File: src/rtl/lsu_mem_ctrl.sv
// lsu_mem_ctrl -- load/store unit between the EXU and the data-memory bus.
//
// Accepts one load or store per transaction from the core, runs it as a
// single word-wide access on a valid/ready memory bus and returns exactly one
// response. Store data is lane-shifted and byte strobes are built from the
// lane mask. Load data is shifted down and then sign- or zero-extended.
// Misaligned, illegal, or conflicting requests are answered with an error
// and never reach the bus.
//
// Optional build macro: LSU_TIMEOUT_EN
//   Bounds the memory wait to TIMEOUT_CYCLES cycles spent in REQ/WAIT.
//   On expiry the unit answers with an error. A late bus response is dropped.
//
// Ports
//   clk, rst       rising-edge clock, synchronous active-high reset
//   req_valid/req_ready   core request handshake (ready only while idle)
//   req_wen/req_ren       store / load select (exactly one must be set)
//   req_addr       byte address
//   req_wdata      store data, LSB-aligned
//   req_wmask      store lane mask before shifting (01 byte, 03 half, 0F word)
//   req_rmask      load funct3 (LB, LH, LW, LBU, LHU)
//   rsp_valid      one-cycle response pulse with rsp_rdata / rsp_err
//   mem_req_valid/mem_req_ready  bus request handshake
//   mem_we, mem_addr, mem_wdata, mem_wstrb  bus request payload (word address)
//   mem_rsp_valid, mem_rdata     bus response (read data or write ack)
module lsu_mem_ctrl #(
  parameter int ADDR_W         = 32,
  parameter int DATA_W         = 32,
  parameter int TIMEOUT_CYCLES = 255
) (
  input  logic              clk,
  input  logic              rst,
  input  logic              req_valid,
  output logic              req_ready,
  input  logic              req_wen,
  input  logic              req_ren,
  input  logic [ADDR_W-1:0] req_addr,
  input  logic [DATA_W-1:0] req_wdata,
  input  logic [7:0]        req_wmask,
  input  logic [2:0]        req_rmask,
  output logic              rsp_valid,
  output logic [DATA_W-1:0] rsp_rdata,
  output logic              rsp_err,
  output logic              mem_req_valid,
  input  logic              mem_req_ready,
  output logic              mem_we,
  output logic [ADDR_W-1:0] mem_addr,
  output logic [DATA_W-1:0] mem_wdata,
  output logic [3:0]        mem_wstrb,
  input  logic              mem_rsp_valid,
  input  logic [DATA_W-1:0] mem_rdata
);

  typedef enum logic [1:0] {ST_IDLE, ST_REQ, ST_WAIT, ST_RESP} state_t;

  state_t            state_q, state_d;
  logic [ADDR_W-1:0] addr_q;
  logic [DATA_W-1:0] wdata_q;
  logic [DATA_W-1:0] rdata_q;
  logic [3:0]        wmask_q;
  logic [2:0]        rmask_q;
  logic              we_q;
  logic              err_q;
  logic              req_ok;
  logic              accept;
  logic              mem_done;
  logic              tmo_hit;
  logic              tmo_abort;

  // Sign/zero extension of a lane-aligned load word according to funct3.
  function automatic logic [DATA_W-1:0] load_extend(input logic [DATA_W-1:0] word,
                                                    input logic [2:0]        funct3);
    logic signed [7:0]        b;
    logic signed [15:0]       h;
    logic signed [DATA_W-1:0] ext;
    b = word[7:0];
    h = word[15:0];
    case (funct3)
      3'b000:  ext = DATA_W'(b);
      3'b001:  ext = DATA_W'(h);
      3'b100:  ext = DATA_W'(word[7:0]);
      3'b101:  ext = DATA_W'(word[15:0]);
      default: ext = word;
    endcase
    return ext;
  endfunction

  // Legality: exactly one of wen/ren, a known size code, natural alignment.
  always_comb begin
    req_ok = 1'b0;
    if (req_wen && !req_ren) begin
      case (req_wmask)
        8'h01:   req_ok = 1'b1;
        8'h03:   req_ok = !req_addr[0];
        8'h0F:   req_ok = (req_addr[1:0] == 2'b00);
        default: req_ok = 1'b0;
      endcase
    end else if (req_ren && !req_wen) begin
      case (req_rmask)
        3'b000, 3'b100: req_ok = 1'b1;
        3'b001, 3'b101: req_ok = !req_addr[0];
        3'b010:         req_ok = (req_addr[1:0] == 2'b00);
        default:        req_ok = 1'b0;
      endcase
    end
  end

`ifdef LSU_TIMEOUT_EN
  localparam int CNT_W = $clog2(TIMEOUT_CYCLES + 1);
  logic [CNT_W-1:0] tmo_cnt_q;

  // Held at zero while idle, so it starts from zero on every entry to REQ.
  always_ff @(posedge clk) begin
    if (rst) begin
      tmo_cnt_q <= '0;
    end else if (state_q == ST_IDLE) begin
      tmo_cnt_q <= '0;
    end else if (state_q == ST_REQ || state_q == ST_WAIT) begin
      tmo_cnt_q <= tmo_cnt_q + 1'b1;
    end
  end

  assign tmo_hit = (state_q == ST_REQ || state_q == ST_WAIT) &&
                   (tmo_cnt_q == CNT_W'(TIMEOUT_CYCLES - 1));
`else
  assign tmo_hit = 1'b0;
`endif

  always_comb begin
    state_d       = state_q;
    accept        = 1'b0;
    mem_done      = 1'b0;
    tmo_abort     = 1'b0;
    req_ready     = 1'b0;
    rsp_valid     = 1'b0;
    rsp_rdata     = '0;
    rsp_err       = 1'b0;
    mem_req_valid = 1'b0;
    mem_we        = 1'b0;
    mem_addr      = '0;
    mem_wdata     = '0;
    mem_wstrb     = '0;
    case (state_q)
      ST_IDLE: begin
        req_ready = 1'b1;
        if (req_valid) begin
          accept  = 1'b1;
          state_d = req_ok ? ST_REQ : ST_RESP;
        end
      end
      ST_REQ: begin
        mem_req_valid = 1'b1;
        mem_we        = we_q;
        mem_addr      = {addr_q[ADDR_W-1:2], 2'b00};
        if (we_q) begin
          mem_wdata = wdata_q << {addr_q[1:0], 3'b000};
          mem_wstrb = wmask_q << addr_q[1:0];
        end
        // A handshake in the same cycle as expiry wins over the timeout.
        if (mem_req_ready) begin
          state_d = ST_WAIT;
        end else if (tmo_hit) begin
          tmo_abort = 1'b1;
          state_d   = ST_RESP;
        end
      end
      ST_WAIT: begin
        if (mem_rsp_valid) begin
          mem_done = 1'b1;
          state_d  = ST_RESP;
        end else if (tmo_hit) begin
          tmo_abort = 1'b1;
          state_d   = ST_RESP;
        end
      end
      ST_RESP: begin
        rsp_valid = 1'b1;
        rsp_rdata = rdata_q;
        rsp_err   = err_q;
        state_d   = ST_IDLE;
      end
      default: state_d = ST_IDLE;
    endcase
  end

  // Stage boundary: control state register.
  always_ff @(posedge clk) begin
    if (rst) begin
      state_q <= ST_IDLE;
    end else begin
      state_q <= state_d;
    end
  end

  // Stage boundary: request payload and response data registers.
  always_ff @(posedge clk) begin
    if (accept) begin
      addr_q  <= req_addr;
      wdata_q <= req_wdata;
      wmask_q <= req_wmask[3:0];
      rmask_q <= req_rmask;
      we_q    <= req_wen;
      rdata_q <= '0;
      err_q   <= !req_ok;
    end else if (mem_done) begin
      rdata_q <= we_q ? '0 : load_extend(mem_rdata >> {addr_q[1:0], 3'b000}, rmask_q);
      err_q   <= 1'b0;
    end else if (tmo_abort) begin
      rdata_q <= '0;
      err_q   <= 1'b1;
    end
  end

endmodule

File: config.mk
export PLATFORM = sky130hd
export DESIGN_NAME = lsu_mem_ctrl
export DESIGN_NICKNAME = d
export VERILOG_FILES = /design/src/rtl/lsu_mem_ctrl.sv
export SDC_FILE = /design/constraint.sdc
export NUM_CORES = 1
export LEC_CHECK = 0
export CAP_MARGIN = 20
export CORE_MARGIN = 4
export CORE_UTILIZATION = 46
export CTS_CLUSTER_DIAMETER = 100
export CTS_CLUSTER_SIZE = 25
export DETAILED_ROUTE_END_ITERATION = 6
export PLACE_DENSITY = 0.86
export SLEW_MARGIN = 25
export SYNTH_ARGS = -nofsm -noshare
export SYNTH_HDL_FRONTEND = slang
export SYNTH_SLANG_ARGS = --single-unit
File: constraint.sdc
create_clock -name clk -period 6.14 [get_ports clk]
set_input_delay 1.228 -clock clk [delete_from_list [all_inputs] [get_ports clk]]
set_output_delay 1.228 -clock clk [all_outputs]
set_load 0.03 [all_outputs]
==> qor.yml <==
power_and_ir_drop:
  p_leak_nw: 2.71
  ir_drop_uv: 185
  p_per_area_nw_per_um2: 326
critical_path:
  critPathKind: "register to primary output"
  path_max_fanout: 33
  worstPathArrival_ns: 4.13
  critPathRequiredTime_ns: 4.91
  worst_setup_path_end_kind: "primary output"
  cp-start-kind: "register"
sta:
  setup_ws_ns: 0.779
  fin_crit_sh_pct: 87.3
  slew_violations: 0
  rsz0062_at_grt: "no"
  fin_worst_skew_ns: 0.00601
  setup_violations: 0
  setup_tns_ns: 0
  layout_min_cycle_time_ns: 5.36
  worst_pin_slew_ns: 0.966
  whs_ns: 0.456
  fmax_mhz: 187
  hold_viol_final: 0
  max_slew_margin_pct: 35.6
floorplan:
  die-height_um: 113
  die_w_um: 113
  row_count: 38
  core_um2: 10800
  io_pins: 219
  die_area_um2: 12900
  initial_utilization_pct: 47.1
final_layout:
  fillers: 797
  antenna_cells: 0
  final_cell_mix: "216 x clkdlybuf4s50_1, 73 x edfxtp_1, 72 x and2_1, 42 x nor2_1, 34 x dfxtp_1"
  final_layout_size_suffix_gt1_share_pct: 7.91
  area_growth_pct: 46.8
  fin_area_um2: 7500
  fin_nets: 770
  layout_commonest_cell: "clkdlybuf4s50_1"
cts:
  post-cts-setup-buffer-count: 0
  clockBufferDepth: 2
  cts_sinks: 107
  cts.clk_slew.worst_paths_ns: 0.09
  cts_made_buffers: 9
  h-tree-depth: 3
  hold_buffers: 0
  cts-root-buf: "clkbuf_8"
  tritoncts: "built"
  insertion_delay_ns: 0.36
  post_cts_resized: 0
placement:
  hpwlAfterDp_um: 11200
  pre_cts_slack_ns: 1.17
  gp_congestion: 0.825
  io_buffers: 216
  dpl_cell_area_um2: 7320
yosys:
  yosys-top-cells-area: "edfxtp_1 43%, dfxtp_1 13%, and2_1 8.8%, mux2i_1 6.5%, a221o_2 3.3%"
  syn_avg_cell_area_um2: 11.2
  yosysSeqAreaShare_pct: 56.2
  syn_inst: 455
  synth.top_cell.area_share_pct: 42.9
  yosys.area.top_type: "edfxtp_1"
  synth_area_um2: 5110
  post_synth_num_cell_types: 39
  ys_ff_latch: 107
  synth.yosys.warnings: 0
run:
  drv_cap: 0
global_route:
  track_usage_pct: 23.2
  grt_max_degree: 75
  grt_pass1_vias: 4569
  grt_use_met2_pct: 39.8
  antenna_found_initial: 0
  use_met1_pct: 25.8
  use_met3_pct: 7.69
  grt-busiest-layer: "met2"
  grt_pass1_wl_um: 23300
  grt_overflow: 0
routing:
  drtAntennaViolNets: 0
  vias_per_cell: 5.46
  wl_per_cell_um: 18.7
  drtIter0Drc: 337
  drt-total-wl_um: 14900
  post-route-drc-count: 0
  firstDrtPassIters: 5
  dr_total_vias: 4351
outcome:
  status: "finished clean"
min_path:
  hp-class: "register to register"
==> cells in the mapped netlist <==
| library cell | instances |
|---|---|
| a2111oi_4 | 1 |
| a211oi_1 | 18 |
| a21oi_1 | 26 |
| a221o_1 | 1 |
| a221o_2 | 15 |
| a221oi_1 | 1 |
| a2bb2oi_1 | 1 |
| a311oi_1 | 1 |
| a41oi_1 | 1 |
| and2_1 | 72 |
| and2_4 | 1 |
| buf_1 | 4 |
| buf_2 | 4 |
| buf_4 | 2 |
| buf_6 | 2 |
| clkbuf_1 | 22 |
| conb_1 | 1 |
| dfxtp_1 | 34 |
| edfxtp_1 | 73 |
| ha_1 | 4 |
| inv_1 | 9 |
| mux2_2 | 8 |
| mux2i_1 | 33 |
| mux4_2 | 1 |
| nand2_1 | 20 |
| nand2b_1 | 1 |
| nand3_1 | 1 |
| nand3b_1 | 7 |
| nor2_1 | 42 |
| nor2b_1 | 12 |
| nor3_1 | 2 |
| nor3_2 | 1 |
| nor3b_2 | 1 |
| nor4b_1 | 1 |
| o21ai_0 | 25 |
| o2bb2ai_1 | 1 |
| o31ai_1 | 2 |
| or2_2 | 3 |
| or3_1 | 1 |
==> metrics by stage <==
step / util, % / total power, W / instances
after floorplan: - / 0.00166 / 456
after global placement: 67.6 / 0.00203 / 781
after detailed placement: 67.6 / 0.00206 / 781
after CTS: 69.2 / 0.00246 / 797
after global routing: 69.2 / 0.00258 / 797
final: 69.2 / 0.00244 / 797
==> worst max-delay path, stage by stage (launching register included) <==
cell and delay, ns:
dfxtp_1 0.36, inv_1 0.10, ha_1 0.71, nand2_1 0.66
or2_2 0.59, nor2_1 0.44, and2_1 0.21, clkdlybuf4s50_1 0.67
==> final cells by class <==
type,count,area [µm²],area share (%)
Clock buffer,9,124,1.65
Clock inverter,7,52.6,0.700
Inverter,9,33.8,0.450
Multi-Input combinational cell,306,2060,27.5
Sequential cell,107,2870,38.3
Tap cell,140,175,2.33
Timing Repair Buffer,219,2180,29.1
==> flip-flops by register name, indices dropped and copies added (netlist names) <==
register  cells
rmask_q       3
addr_q       32
wmask_q       4
rdata_q      32
state_q       2
err_q         1
wdata_q      32
we_q          1
==> path summary, 6_finish.rpt <==
kind	from	end	slack, ns	depth (start not counted)
hold reg to reg	rdata_q[0]	rdata_q[0]	0.46	2
hold / removal	rdata_q[0]	rdata_q[0]	0.46	2
setup reg to reg	addr_q[1]	rdata_q[20]	2.89	4
setup / recovery	state_q[1]	mem_wdata[3]	0.78	7
==> power breakdown <==
part	switching [W]	total, W	internal, W
registers	0.0000823	0.00104	0.000959
clock network	0.000247	0.000398	0.000151
logic	0.000601	0.00100	0.000403
==> layer usage <==
metal	wire length, µm	share of wire, %	vias up
met5	0	0	-
met4	558	3.7	0
met3	1440	9.6	39
met2	7460	50	221
met1	5490	37	2074
li1	-	-	2017
==> kinds of logic (layout without fill, tap and decap cells) <==
kind of cell | after synthesis | count (layout) | share of synthesized area, %
AOI/OAI and AO/OA | 93 | 93 | 12.8
adders and majority gates | 4 | 4 | 0.979
buffers and inverters | 43 | 244 | 3.70
DFF | 107 | 107 | 56.2
muxes | 42 | 42 | 8.67
other | 1 | 2 | 0.0734
and+or+nand+nor | 165 | 165 | 17.6
No activity file was read; power rests on OpenSTA's default activity.
